==> src/rtl/pic_inta_sequencer_if.sv <==
// Bus between the 8259 priority/control logic, the CPU INTA handshake and the sequencer.
interface pic_inta_sequencer_if #(
    parameter int unsigned ISR_W = 8
);
    localparam int unsigned LVL_W = $clog2(ISR_W);

    logic [ISR_W-1:0] interrupt_vector;
    logic [LVL_W-1:0] priority_rotate;
    logic [4:0]       icw2_base;
    logic             auto_eoi;
    logic             inta_n;
    logic             eoi_valid;
    logic             eoi_specific;
    logic [LVL_W-1:0] eoi_level;
    logic             int_out;
    logic [ISR_W-1:0] isr;
    logic [ISR_W-1:0] clear_irr;
    logic [7:0]       data_out;
    logic             data_oe;

    modport master (
        output interrupt_vector, priority_rotate, icw2_base, auto_eoi, inta_n,
               eoi_valid, eoi_specific, eoi_level,
        input  int_out, isr, clear_irr, data_out, data_oe
    );

    modport slave (
        input  interrupt_vector, priority_rotate, icw2_base, auto_eoi, inta_n,
               eoi_valid, eoi_specific, eoi_level,
        output int_out, isr, clear_irr, data_out, data_oe
    );
endinterface

==> src/rtl/pic_inta_sequencer.sv <==
// 8259 interrupt-acknowledge sequencer: raises INT, runs the two-pulse 8086 INTA
// handshake, maintains the in-service register and retires it on EOI / auto-EOI.
module pic_inta_sequencer #(
    parameter int unsigned ISR_W = 8
) (
    input  logic                 clk,
    input  logic                 reset_n,
    pic_inta_sequencer_if.slave  bus
);
    localparam int unsigned LVL_W = $clog2(ISR_W);

    typedef enum logic [2:0] {IDLE, REQ, ACK1, WAIT2, ACK2} state_t;

    state_t           state;
    logic             inta_q;
    logic [LVL_W-1:0] level;
    logic             spurious;
    logic             int_q;
    logic [ISR_W-1:0] isr_q;
    logic [ISR_W-1:0] clear_q;
    logic [7:0]       dout_q;
    logic             oe_q;

    logic             fall_c;
    logic             rise_c;
    logic [LVL_W-1:0] enc_c;
    logic [ISR_W-1:0] set_c;
    logic [ISR_W-1:0] aeoi_c;
    logic [ISR_W-1:0] eoi_c;
    logic [LVL_W-1:0] idx_c;
    logic             found_c;

    assign fall_c = inta_q & ~bus.inta_n;
    assign rise_c = ~inta_q & bus.inta_n;

    // Index of the resolver's request bit (the vector is one-hot).
    always_comb begin
        enc_c = '0;
        for (int i = ISR_W - 1; i >= 0; i--) begin
            if (bus.interrupt_vector[i]) enc_c = LVL_W'(i);
        end
    end

    // ISR set at the first fall and auto-EOI clear at the second rise.
    always_comb begin
        set_c  = '0;
        aeoi_c = '0;
        if (state == REQ && fall_c && (|bus.interrupt_vector)) set_c[enc_c] = 1'b1;
        if (state == ACK2 && rise_c && bus.auto_eoi && !spurious) aeoi_c[level] = 1'b1;
    end

    // EOI clear mask; the non-specific scan starts just above the lowest-priority level.
    always_comb begin
        eoi_c   = '0;
        idx_c   = '0;
        found_c = 1'b0;
        if (bus.eoi_valid) begin
            if (bus.eoi_specific) begin
                eoi_c[bus.eoi_level] = 1'b1;
            end else begin
                for (int i = 0; i < ISR_W; i++) begin
                    idx_c = LVL_W'(bus.priority_rotate + LVL_W'(1) + LVL_W'(i));
                    if (!found_c && isr_q[idx_c]) begin
                        eoi_c[idx_c] = 1'b1;
                        found_c      = 1'b1;
                    end
                end
            end
        end
    end

    always_ff @(posedge clk or negedge reset_n) begin
        if (!reset_n) begin
            state    <= IDLE;
            inta_q   <= 1'b1;
            level    <= '0;
            spurious <= 1'b0;
            int_q    <= 1'b0;
            isr_q    <= '0;
            clear_q  <= '0;
            dout_q   <= 8'h00;
            oe_q     <= 1'b0;
        end else begin
            inta_q  <= bus.inta_n;
            clear_q <= '0;
            isr_q   <= (isr_q & ~eoi_c & ~aeoi_c) | set_c;
            case (state)
                IDLE: begin
                    if (|bus.interrupt_vector) begin
                        int_q <= 1'b1;
                        state <= REQ;
                    end
                end
                REQ: begin
                    if (fall_c) begin
                        int_q <= 1'b0;
                        state <= ACK1;
                        if (|bus.interrupt_vector) begin
                            level    <= enc_c;
                            spurious <= 1'b0;
                            clear_q  <= set_c;
                        end else begin
                            level    <= LVL_W'(ISR_W - 1);
                            spurious <= 1'b1;
                        end
                    end
                end
                ACK1: begin
                    if (rise_c) state <= WAIT2;
                end
                WAIT2: begin
                    if (fall_c) begin
                        oe_q   <= 1'b1;
                        dout_q <= {bus.icw2_base, level};
                        state  <= ACK2;
                    end
                end
                ACK2: begin
                    if (rise_c) begin
                        oe_q   <= 1'b0;
                        dout_q <= 8'h00;
                        state  <= IDLE;
                    end
                end
                default: state <= IDLE;
            endcase
        end
    end

    assign bus.int_out   = int_q;
    assign bus.isr       = isr_q;
    assign bus.clear_irr = clear_q;
    assign bus.data_out  = dout_q;
    assign bus.data_oe   = oe_q;
endmodule

==> src/flat_wrapper.sv <==
// flat-port wrapper written by rule: the top's interface ports become plain ports
module pic_inta_sequencer_flat 
#(
    parameter int unsigned ISR_W = 8
)
  (clk, reset_n, bus_interrupt_vector, bus_priority_rotate, bus_icw2_base, bus_auto_eoi, bus_inta_n, bus_eoi_valid, bus_eoi_specific, bus_eoi_level, bus_int_out, bus_isr, bus_clear_irr, bus_data_out, bus_data_oe);
  pic_inta_sequencer_if #(.ISR_W(ISR_W)) bus_i ();
  input  logic clk;
  input  logic reset_n;
  input wire logic [$bits(bus_i.interrupt_vector)-1:0] bus_interrupt_vector;
  input wire logic [$bits(bus_i.priority_rotate)-1:0] bus_priority_rotate;
  input wire logic [$bits(bus_i.icw2_base)-1:0] bus_icw2_base;
  input wire logic [$bits(bus_i.auto_eoi)-1:0] bus_auto_eoi;
  input wire logic [$bits(bus_i.inta_n)-1:0] bus_inta_n;
  input wire logic [$bits(bus_i.eoi_valid)-1:0] bus_eoi_valid;
  input wire logic [$bits(bus_i.eoi_specific)-1:0] bus_eoi_specific;
  input wire logic [$bits(bus_i.eoi_level)-1:0] bus_eoi_level;
  output wire logic [$bits(bus_i.int_out)-1:0] bus_int_out;
  output wire logic [$bits(bus_i.isr)-1:0] bus_isr;
  output wire logic [$bits(bus_i.clear_irr)-1:0] bus_clear_irr;
  output wire logic [$bits(bus_i.data_out)-1:0] bus_data_out;
  output wire logic [$bits(bus_i.data_oe)-1:0] bus_data_oe;
  assign bus_i.interrupt_vector = bus_interrupt_vector;
  assign bus_i.priority_rotate = bus_priority_rotate;
  assign bus_i.icw2_base = bus_icw2_base;
  assign bus_i.auto_eoi = bus_auto_eoi;
  assign bus_i.inta_n = bus_inta_n;
  assign bus_i.eoi_valid = bus_eoi_valid;
  assign bus_i.eoi_specific = bus_eoi_specific;
  assign bus_i.eoi_level = bus_eoi_level;
  assign bus_int_out = bus_i.int_out;
  assign bus_isr = bus_i.isr;
  assign bus_clear_irr = bus_i.clear_irr;
  assign bus_data_out = bus_i.data_out;
  assign bus_data_oe = bus_i.data_oe;
  pic_inta_sequencer #(.ISR_W(ISR_W)) u_core (.clk(clk), .reset_n(reset_n), .bus(bus_i));
endmodule
==> config.mk <==
export PLATFORM = sky130hd
export DESIGN_NAME = pic_inta_sequencer_flat
export DESIGN_NICKNAME = d
export VERILOG_FILES = /design/src/rtl/pic_inta_sequencer_if.sv /design/src/rtl/pic_inta_sequencer.sv /design/src/flat_wrapper.sv
export SDC_FILE = /design/constraint.sdc
export NUM_CORES = 1
export LEC_CHECK = 0
export CAP_MARGIN = 0
export CORE_ASPECT_RATIO = 1.25
export CORE_MARGIN = 5
export CORE_UTILIZATION = 58
export DETAILED_ROUTE_END_ITERATION = 8
export PLACE_DENSITY = 0.9
export SLEW_MARGIN = 20
export SYNTH_ARGS = -nofsm -noshare
export SYNTH_HDL_FRONTEND = slang
export SYNTH_SLANG_ARGS = --single-unit
==> constraint.sdc <==
create_clock -name clk -period 7.9 [get_ports clk]
set_input_delay 0.79 -clock clk [delete_from_list [all_inputs] [get_ports clk]]
set_output_delay 0.79 -clock clk [all_outputs]
set_load 0.01 [all_outputs]
# After elaboration in Yosys (flattened, before gate mapping)

Cells that the tools add are included.
Widths: inputs -> output; s select.

Add/sub/neg operators: 8
Magnitude comparators: 22
Equality and inequality tests: 9
Multiplexer cells: 113
Bitwise gates (word level): 16
Reduce and logical (&&, ||, !) cells: 39

Operators by type and width:

| cell                | count |
|---|---|
| $mux 8              | 31 |
| $or 8x8->8          | 8 |
| $mux 1              | 45 |
| $lt 3x4->1 const B  | 11 |
| $mux 3              | 14 |
| $demux 1 s3         | 11 |
| $ge 3x1->1 const B  | 11 |
| $bmux 1 s3          | 8 |
| $logic_and 1x1->1   | 23 |
| $and 8x8->8         | 2 |
| $not 8->8           | 2 |
| $pmux 8 s2          | 1 |
| $pmux 3 s5          | 1 |
| $add 3x3->3 const B | 4 |
| $ne 2x1->1 const B  | 5 |
| $logic_not 1->1     | 8 |
| $reduce_or 8->1     | 1 |
| $add 3x1->3 const B | 2 |
| $add 3x2->3 const B | 2 |
| $eq 3x2->1 const B  | 2 |
| $reduce_and 3->1    | 2 |
| $reduce_and 5->1    | 1 |
| $pmux 1 s2          | 2 |
| $reduce_bool 2->1   | 2 |
| other kinds (6)     | 8 |

Register bits after elaboration: 34
Bits of input ports: 25
Output and inout port bits: 26
Word-level logic and storage cells: 216

# Logic depth before layout (Yosys ltp)

Gate-level depths: netlist (run 1).

Depth in word-level cells: 45
Gate-level depth with buffers: 13
Mapped depth without buffers: 9

# Worst setup path after synthesis (run 1)

Ideal clock, no wire load.

Path type: input to register
Start point: in bus_priority_rotate[0]
End point: reg u_core.isr_q[4] (netlist: u_core.bus.isr[4])
Data arrival time: 4.131 ns
Setup slack: 3.643 ns
Cell stages on the path: 12
Cells stage by stage: buf_6 -> buf_4 -> clkinv_1 -> ha_1 -> buf_6 -> mux2_1 -> mux4_2 -> or4_4 -> or3_4 -> o41ai_2 -> a21oi_1 -> a311o_1

Longest elaborated chain between the ends: 45
Elaborated cells between the ends (all ways): 134

RTL lines:

| element                                                             | RTL line                 | source |
|---|---|---|
| start: declaration                                                  | flat_wrapper.sv:11       | `input wire logic [$bits(bus_i.priority_rotate)-1:0] bus_priority_rotate;` |
| $add 3x1->3 (*)                                                     | pic_inta_sequencer.sv:62 | `idx_c = LVL_W'(bus.priority_rotate + LVL_W'(1) + LVL_W'(i));` |
| parallel branches: the longest is 37 deep, another holds $lt 3x4->1 | n/a                      |  |
| $mux 8 (*)                                                          | pic_inta_sequencer.sv:63 | `if (!found_c && isr_q[idx_c]) begin` |
| $mux 8 (*)                                                          | pic_inta_sequencer.sv:58 | `if (bus.eoi_specific) begin` |
| $mux 8 (*)                                                          | pic_inta_sequencer.sv:57 | `if (bus.eoi_valid) begin` |
| $not 8->8 (*)                                                       | pic_inta_sequencer.sv:86 | `isr_q <= (isr_q & ~eoi_c & ~aeoi_c) \| set_c;` |
| $and 8x8->8 (*) (2 in a row)                                        | pic_inta_sequencer.sv:86 |  |
| $or 8x8->8 (*)                                                      | pic_inta_sequencer.sv:86 |  |
| end signal: assignment                                              | pic_inta_sequencer.sv:86 |  |
| end: declaration                                                    | pic_inta_sequencer.sv:19 | `logic [ISR_W-1:0] isr_q;` |

Mark *: on every way between the ends. The select of a mux whose other input is x is not followed.
A chain may end at the register's enable or synchronous reset.

# Worst setup path in the final report (run 1)

Ends and elaborated chain as after synthesis.

==> flow_summary.toml, run 1 <==
[status]
status = "finished, final reports clean"

[synthesis]
ys_top_cells_by_count = "dfrtp_1, nor2_1, o21ai_0"
synth_flop_cell = "dfrtp_1"
synth_edf_count = 0
yosysSeqAreaShare_pct = 29.2
synth.avg_cell_area_um2 = 9.25
synth_top_area_share_pct = 28.3
synth_most_common_cell = "dfrtp_1"
synthCells = 316
yosys_warnings = 0
netlist_area_um2 = 2920
ys_seq_elements = 34
synth_fp_nets = 343
ys_types = 74
synthArstFlopShare_pct = 100
synth_area_leaders = "dfrtp_1, mux4_1, o21ai_0"
synth_top_cell_by_area = "dfrtp_1"

[detailed_routing]
routed-via-count = 2929
route.detailed.drc = 0
postRouteAntennaNets = 0
first_pass_iters = 5
vias_per_cell = 6.89
drt-initial-drc-count = 288
wirelength_um = 9240
wl_per_cell_um = 21.7

[sta]
rsz0062_at_grt = "false"
finClkSkew_ps = 3.59
min_period_over_period_pct = 69.9
setup_violations = 0
fin_crit_ps = 5520
finalMaxSlewViolations = 0
fmax_mhz = 181
worstMarginPinSlew_ps = 721
hold_viol = 0
setup_tns_ps = 0
slew_headroom_pct = 52.0

[critical_path]
critPathLaunchType = "primary input"
rrSetupSlack_ps = 4580
critPathKind = "primary input to flop"
crit_path_end_kind = "flop"
worstPathArrival_ps = 5690
cp_max_fo = 36
crit_required_ps = 8070

[clocking]
ctsHoldBuffers = 0
ctsResizeCount = 0
clk_latency_ps = 290
cts_buffers = 5
clockRootBuffer = "clkbuf_8"
h-tree-depth = 2
clockBufferDepth = 2
clk_pin_slew_ps = 70
clkSinkCount = 34
post_cts_buffers = 0
cts_tree = "done"

[cells_and_area]
finish.utilization_pct = 70.9
design_area_um2 = 3520
diodes = 0
nNetsFinal = 389
area_growth_pct = 20.6
layout-drive-gt1-share_pct = 7.99
nFillCells = 371

[floorplanning]
core_um2 = 4970
ios = 51
initial_core_util_pct = 58.8
dieArea_um2 = 6570
die_h_um = 89.4
fp.dieW_um = 73.5
rows = 29

[grt]
grt_overflow = 0
grt_max_degree = 37
grt_pass1_wl_um = 14400
antenna_found_initial = 0
grtUsageTotal_pct = 28.7
grt_pass1_vias = 2819

[job]
drv_cap = 0

[placed_design]
placed_area_um2 = 3420
hpwlAfterDp_um = 6950
port_buffers = 50
place.gp.congestion = 0.973

[power]
vdd_drop_max_uv = 234
p_leak_nw = 1.40
p_per_area_nw_per_um2 = 310

[min_path]
holdCritPathClass = "flop to flop"
[per-stage QoR]
step	total power [mW]	setup slack [ps]	instances	hold WS (ps)
final	1.09	2380	425	494
after global routing	1.15	2230	425	524
after CTS	1.08	2460	425	495
after detailed placement	0.919	2160	417	479
after global placement	0.914	2220	417	464
after floorplan	0.680	3640	316	450
[layout make-up]
cell class | instances | area, µm² | share of cell area (%)
Sequential cell | 34 | 852 | 24.2
Timing Repair Buffer | 56 | 546 | 15.5
Clock inverter | 1 | 30.0 | 0.852
Multi-Input combinational cell | 259 | 1920 | 54.5
Tap cell | 62 | 77.6 | 2.20
Inverter | 6 | 22.5 | 0.639
Clock buffer | 7 | 76.3 | 2.17
[routing by layer]
metal | vias up | share of wire, % | global-route usage, %
li1 | 1316 | - | -
met2 | 168 | 51 | 51.2
met3 | 41 | 7.5 | 5.96
met5 | - | 0 | 0
met1 | 1404 | 37 | 32.8
met4 | 0 | 3.9 | 12.2
[registers in the layout, indices dropped and copies added, names as in the netlist]
name / cells
u_core.spurious: 1
u_core.bus.isr: 8
u_core.bus.int_out: 1
u_core.bus.clear_irr: 8
u_core.inta_q: 1
u_core.level: 3
u_core.bus.data_oe: 1
u_core.state: 3
u_core.bus.data_out: 8
[final timing paths]
check / endpoint / depth (start not counted) / startpoint
setup reg to reg: u_core.bus.isr[4] / 7 / u_core.bus.isr[0]
min in group asynchronous: u_core.bus.data_out[3] / 2 / reset_n
hold reg to reg: u_core.spurious / 2 / u_core.spurious
max in group asynchronous: u_core.inta_q / 2 / reset_n
hold / removal: u_core.spurious / 2 / u_core.spurious
setup / recovery: u_core.bus.isr[4] / 12 / bus_priority_rotate[0]
[report_power, final]
group / internal [mW] / switching, mW / total, mW / leakage, nW
logic: 0.292 / 0.322 / 0.614 / 0.917
registers: 0.230 / 0.0932 / 0.323 / 0.431
clock network: 0.0944 / 0.0629 / 0.157 / 0.0524
[critical path, stage by stage]
cell and delay (ps):
clkdlybuf4s50_1 470, buf_4 330, clkinv_1 370, ha_1 690
buf_4 430, mux2_1 400, mux4_2 560, or4_4 510
or3_4 390, o41ai_2 280, a21oi_1 70, a311o_1 360
[logic make-up (layout without fill, tap and decap cells)]
kind of cell	after synthesis	count (layout)	share of synthesized area (%)
and+or+nand+nor	121	121	22.4
xor gates and xnor gates	6	6	2.78
adders and majority gates	2	2	0.856
AOI/OAI and AO/OA	102	102	24.5
muxes	28	28	15.2
buffers and inverters	23	70	5.14
DFF	34	34	29.2
[cell usage in the layout (no fill, tap or decap), drive strengths merged, types with 3 or more instances in the layout]
master | Yosys | layout
a21oi | 15 | 15
mux2 | 9 | 9
and3 | 4 | 4
a311o | 3 | 3
mux2i | 9 | 9
clkbuf | 7 | 7
nand3 | 7 | 7
buf | 8 | 6
nor3b | 4 | 4
o31a | 3 | 3
mux4 | 10 | 10
o211ai | 3 | 3
nor2 | 32 | 32
inv | 5 | 5
or4 | 3 | 3
and2 | 6 | 6
a31oi | 4 | 4
o21bai | 3 | 3
nand2b | 10 | 10
a22o | 8 | 8
dfrtp | 33 | 33
o31ai | 8 | 8
nand4 | 4 | 4
clkdlybuf4s50 | 0 | 50
nor2b | 8 | 8
a21o | 4 | 4
nand2 | 16 | 16
o21ai | 25 | 25
nor3 | 14 | 14
Power figures use the tool's default switching activity.
==> run 2: changes to the inputs <==
--- a/config.mk
+++ b/config.mk
@@ -8,9 +8,9 @@
 export CAP_MARGIN = 0
 export CORE_ASPECT_RATIO = 1.25
 export CORE_MARGIN = 5
-export CORE_UTILIZATION = 58
+export CORE_UTILIZATION = 54
 export DETAILED_ROUTE_END_ITERATION = 8
-export PLACE_DENSITY = 0.9
+export PLACE_DENSITY = 0.84
 export SLEW_MARGIN = 20
 export SYNTH_ARGS = -nofsm -noshare
 export SYNTH_HDL_FRONTEND = slang
==> constraint.sdc (replaced) <==
create_clock -name clk -period 5.3 [get_ports clk]
set_input_delay 0.53 -clock clk [delete_from_list [all_inputs] [get_ports clk]]
set_output_delay 0.53 -clock clk [all_outputs]
set_load 0.01 [all_outputs]
==> run 2 against run 1 <==
  * Register-to-register slack lost 2600 ps
  * First-iteration DRC count up 2.8%
  * Flip-flop and latch count unchanged
  * Sequential power grew 46%
  * Via count is 0.17% lower
  * Core utilization is 5.0 points lower
==> flow_summary.toml, run 2 (synthesis gave the netlist of run 1 again) <==
[clocking]
clockBufferDepth = 2
post_cts_buffers = 0
ctsHoldBuffers = 0
h-tree-depth = 2
ctsResizeCount = 0
clk_latency_ps = 290
clkSinkCount = 34
cts_buffers = 5
clockRootBuffer = "clkbuf_8"
clk_pin_slew_ps = 60
cts_tree = "done"

[sta]
setup_slack_ps = 1100
fmax_mhz = 238
worstMarginPinSlew_ps = 1060
finClkSkew_ps = 7.67
finalMaxSlewViolations = 0
min_period_over_period_pct = 79.3
rsz0062_at_grt = "false"
hold_viol = 0
setup_tns_ps = 0
setup_violations = 0
slew_headroom_pct = 29.1
fin_crit_ps = 4200

[grt]
busiest_layer = "met2"
met2_usage_pct = 43.9
grt_max_degree = 35
grtUsageTotal_pct = 26.0
grt_use_met3_pct = 4.17
grt_pass1_wl_um = 13900
antenna_found_initial = 0
grt_pass1_vias = 2830
grt_overflow = 0
use_met1_pct = 30.5

[cells_and_area]
final_common_cell = "clkdlybuf4s50_1"
final_cell_mix = "clkdlybuf4s50_1, dfrtp_1, nor2_1"
nNetsFinal = 389
nFillCells = 416
area_growth_pct = 20.2
layout-drive-gt1-share_pct = 8.26
finish.utilization_pct = 65.9
diodes = 0

[min_path]
hold_start = "u_core.bus.data_oe"
holdPathStages = 1
whs_endpoint = "u_core.bus.data_oe"
holdCritPathClass = "flop to flop"

[detailed_routing]
first_pass_iters = 6
postRouteAntennaNets = 0
drt-initial-drc-count = 296
routed-via-count = 2924
wirelength_um = 8850
wl_per_cell_um = 20.7
route.detailed.drc = 0
vias_per_cell = 6.85

[power]
switching_share_pct = 44.0
combPwrFrac_pct = 57.8
internal-power_mw = 0.881
vdd_drop_max_uv = 299
power_frac_clock_pct = 12.3
p_per_area_nw_per_um2 = 448
power.switching_mw = 0.692
seq_power_share_pct = 29.9
p_leak_nw = 1.40

[floorplanning]
dieArea_um2 = 6990
die_h_um = 92.3
initial_core_util_pct = 54.8
ios = 51
core_um2 = 5330
fp.dieW_um = 75.8
rows = 30

[status]
status = "finished, final reports clean"

[placed_design]
place.gp.congestion = 1.08
hpwlAfterDp_um = 6800
port_buffers = 50
post-place-ws_ps = 821

[critical_path]
critPathKind = "primary input to flop"
r2r_end = "u_core.bus.isr[4]"
crit_required_ps = 5490
worstPathArrival_ps = 4390
rr_startpoint = "u_core.bus.isr[0]"
reg2reg_depth = 7
crit_path_end_kind = "flop"
rrSetupSlack_ps = 2000
critPathLaunchType = "primary input"
cp_max_fo = 29

[job]
drv_cap = 0
-- run 2: changes by cell type in the layout (fill, tap and decap cells not counted) --
cell	delta
clkinv_2	+1
bufinv_16	-1
clkbuf_1	-1
clkbuf_8	+1
-- run 2: power by group through the flow --
stage / clock network, mW / logic, mW / registers, mW
after floorplan: 0 / 0.559 / 0.454
after global placement: 0 / 0.875 / 0.467
after detailed placement: 0 / 0.886 / 0.468
after CTS: 0.200 / 0.891 / 0.465
after global routing: 0.209 / 0.972 / 0.485
final: 0.193 / 0.910 / 0.470
-- run 2: critical path: stages --
cell	delay, ps
clkdlybuf4s50_1	420
buf_4	250
ha_1	330
xnor2_1	870
nor3_1	180
nor3_1	850
nor4bb_1	160
o211a_1	290
o31a_1	320
o21ai_0	190
-- run 2: metal layers --
| layer | part of all wire, % | vias to the layer above |
|---|---|---|
| met4 | 4.7 | 0 |
| met1 | 37 | 1354 |
| met5 | 0 | - |
| met3 | 8.1 | 52 |
| met2 | 50 | 190 |
| li1 | - | 1328 |
-- run 2: worst max path at each step --
stage	start	to	slack (ps)
final	bus_priority_rotate[0]	u_core.bus.isr[1]	1100
after global routing	bus_priority_rotate[0]	u_core.bus.isr[1]	860
after CTS	bus_priority_rotate[0]	u_core.bus.isr[4]	1130
after detailed placement	bus_priority_rotate[0]	u_core.bus.isr[4]	820
after global placement	bus_priority_rotate[0]	u_core.bus.isr[6]	850
after floorplan	bus_priority_rotate[0]	u_core.bus.isr[4]	1300
-- run 2: area by class of cell --
| cell class | count | area, µm² | share of cell area, % |
|---|---|---|---|
| Multi-Input combinational cell | 259 | 1920 | 54.7 |
| Clock buffer | 7 | 86.3 | 2.46 |
| Inverter | 6 | 22.5 | 0.641 |
| Timing Repair Buffer | 56 | 546 | 15.5 |
| Sequential cell | 34 | 852 | 24.3 |
| Tap cell | 64 | 80.1 | 2.28 |
| Clock inverter | 1 | 5.00 | 0.143 |
-- run 2: per-stage QoR --
step                      total power, mW  hold WS, ps  std cells  area [µm²]
final                                1.57          491        427        3510
after global routing                 1.67          513        427        3510
after CTS                            1.56          488        427        3510
after detailed placement             1.35          468        419        3420
after global placement               1.34          469        419        3420
after floorplan                      1.01          234        316        2920
==> run 3: changes to the inputs <==
--- a/config.mk
+++ b/config.mk
@@ -8,9 +8,9 @@
 export CAP_MARGIN = 0
 export CORE_ASPECT_RATIO = 1.25
 export CORE_MARGIN = 5
-export CORE_UTILIZATION = 54
+export CORE_UTILIZATION = 49
 export DETAILED_ROUTE_END_ITERATION = 8
-export PLACE_DENSITY = 0.84
+export PLACE_DENSITY = 0.81
 export SLEW_MARGIN = 20
 export SYNTH_ARGS = -nofsm -noshare
 export SYNTH_HDL_FRONTEND = slang
==> constraint.sdc (replaced) <==
create_clock -name clk -period 3.53 [get_ports clk]
set_input_delay 0.353 -clock clk [delete_from_list [all_inputs] [get_ports clk]]
set_output_delay 0.353 -clock clk [all_outputs]
set_load 0.01 [all_outputs]
==> run 3 against run 2 <==
  * Sequential power increased by 55%
  * Routed wire length increased by 13%
  * Largest cell class unchanged
  * Global-route usage increased by 0.79 points
  * Flip-flop and latch count unchanged
  * Clock power increased by 56%
  * Critical endpoint is now u_core.bus.isr[4]
  * Die area increased by 9.0%
  * Count of clock-buffer cells in the layout unchanged
  * Critical path depth increased by 1
  * Highest routed layer unchanged
  * Cell count increased by 14%
==> flow_summary.toml, run 3 (synthesis gave the netlist of run 1 again) <==
[critical_path]
reg2reg_depth = 7
rr_startpoint = "u_core.bus.isr[0]"
critPathLaunchType = "primary input"
crit_required_ps = 3700
crit_slowest_cell = "mux4_2"
critPathKind = "primary input to flop"
critPathTopFamily = "multiplexers"
crit_chain = "clkbuf_2 -> clkinv_8 -> ha_4 -> clkbuf_4 -> mux2_1 -> mux4_2 -> or4_4 -> or3_4 -> o41ai_2 -> a21oi_1 -> a311o_1"
worstPathArrival_ps = 3390
cp-startpoint = "bus_priority_rotate[0]"
rrSetupSlack_ps = 430
critPathBufInv = 3
crit_path_end_kind = "flop"
r2r_end = "u_core.bus.isr[4]"
cp_max_fo = 6
crit_path_max_incr_delay_ps = 500

[sta]
worstMarginPinSlew_ps = 657
rsz0062_at_grt = "false"
setup_violations = 0
fin_crit_ps = 3220
whs_ps = 460
finalMaxSlewViolations = 0
min_period_over_period_pct = 91.1
fmax_mhz = 311
finClkSkew_ps = 7.15
slew_headroom_pct = 56.2
hold_viol = 0

[min_path]
holdCritPathClass = "primary input to asynchronous set/reset pin"

[floorplanning]
rows = 31
ios = 51
dieArea_um2 = 7620
initial_core_util_pct = 50.2
core_um2 = 5820
die_h_um = 96.4
fp.dieW_um = 79.1

[grt]
grt_pass1_vias = 3173
grt_max_degree = 35
grt_pass1_wl_um = 15800
grt_overflow = 0
grtUsageTotal_pct = 26.8
antenna_found_initial = 0

[cells_and_area]
final_common_cell = "buf_4"
diodes = 0
area_growth_pct = 36.4
nNetsFinal = 445
layout-drive-gt1-share_pct = 22.7
final_cell_mix = "buf_4, clkdlybuf4s50_1, dfrtp_1"
finish.utilization_pct = 68.5

[clocking]
cts_tree = "done"
clk_pin_slew_ps = 70
h-tree-depth = 2
clockBufferDepth = 2
cts_buffers = 5
clk_latency_ps = 290
ctsHoldBuffers = 0
clkSinkCount = 34
clockRootBuffer = "clkbuf_8"

[power]
vdd_drop_max_uv = 508
p_per_area_nw_per_um2 = 693
p_leak_nw = 1.70

[placed_design]
place.gp.congestion = 0.987
port_buffers = 50
hpwlAfterDp_um = 7580

[detailed_routing]
vias_per_cell = 6.58
wl_per_cell_um = 20.6
routed-via-count = 3193
wirelength_um = 9970
postRouteAntennaNets = 0
first_pass_iters = 9
drt-initial-drc-count = 278
route.detailed.drc = 0

[job]
drv_cap = 0

[status]
status = "finished, final reports clean"
[run 3: worst register-to-register path, cell delays in order, from the launching register on]
cell and delay (ps):
dfrtp_1 530, mux4_1 580, mux2_4 290, or4_4 540, or3_4 390, o41ai_2 210
a21oi_1 70, a311o_1 360
[run 3: area by class of cell]
| class | count | area, µm² |
|---|---|---|
| Fill cell | 463 | 1830 |
| Clock inverter | 1 | 5.00 |
| Tap cell | 66 | 82.6 |
| Multi-Input combinational cell | 259 | 1950 |
| Clock buffer | 7 | 86.3 |
| Inverter | 6 | 35.0 |
| Timing Repair Buffer | 112 | 976 |
| Sequential cell | 34 | 852 |
[run 3: worst max-delay path by stage]
stage / cells past startpoint / to
finish: 11 / u_core.bus.isr[4]
detailed placement: 10 / u_core.bus.isr[4]
global placement: 10 / u_core.bus.isr[4]
CTS: 9 / u_core.bus.isr[4]
global route: 14 / u_core.bus.isr[4]
floorplan: 12 / u_core.bus.isr[4]
[run 3: through the flow]
stage	total power, mW	instances	setup slack (ps)	TNS (ps)	instance area, µm²
final	2.77	485	313	0	3990
after global routing	2.93	485	170	0	3990
after CTS	2.72	482	91.4	0	3960
after detailed placement	2.41	474	-432	-2640	3870
after global placement	2.38	474	-378	-2180	3870
after floorplan	1.55	316	17.0	0	2970
[run 3: timing repair]
item                                    4_1_cts  5_1_grt
pin swaps                                     0        1
endpoints found under the setup margin        5        1
gates cloned                                  0        0
gates resized for setup                       1        5
setup buffers                                 0        3
hold endpoints to repair                      0        0
[run 3: per-layer routing]
| metal | up-vias | GRT usage (%) | part of all wire, % |
|---|---|---|---|
| li1 | 1427 | - | - |
| met1 | 1502 | 30.5 | 38 |
| met2 | 214 | 48.2 | 50 |
| met3 | 50 | 4.78 | 7.8 |
| met4 | 0 | 13.2 | 3.8 |
| met5 | - | 0 | 0 |
[run 3: where the power goes]
part	internal, mW	switching, mW	leakage (nW)
clock network	0.157	0.143	0.0482
logic	0.946	0.791	1.22
registers	0.514	0.213	0.431
total	1.62	1.15	1.70
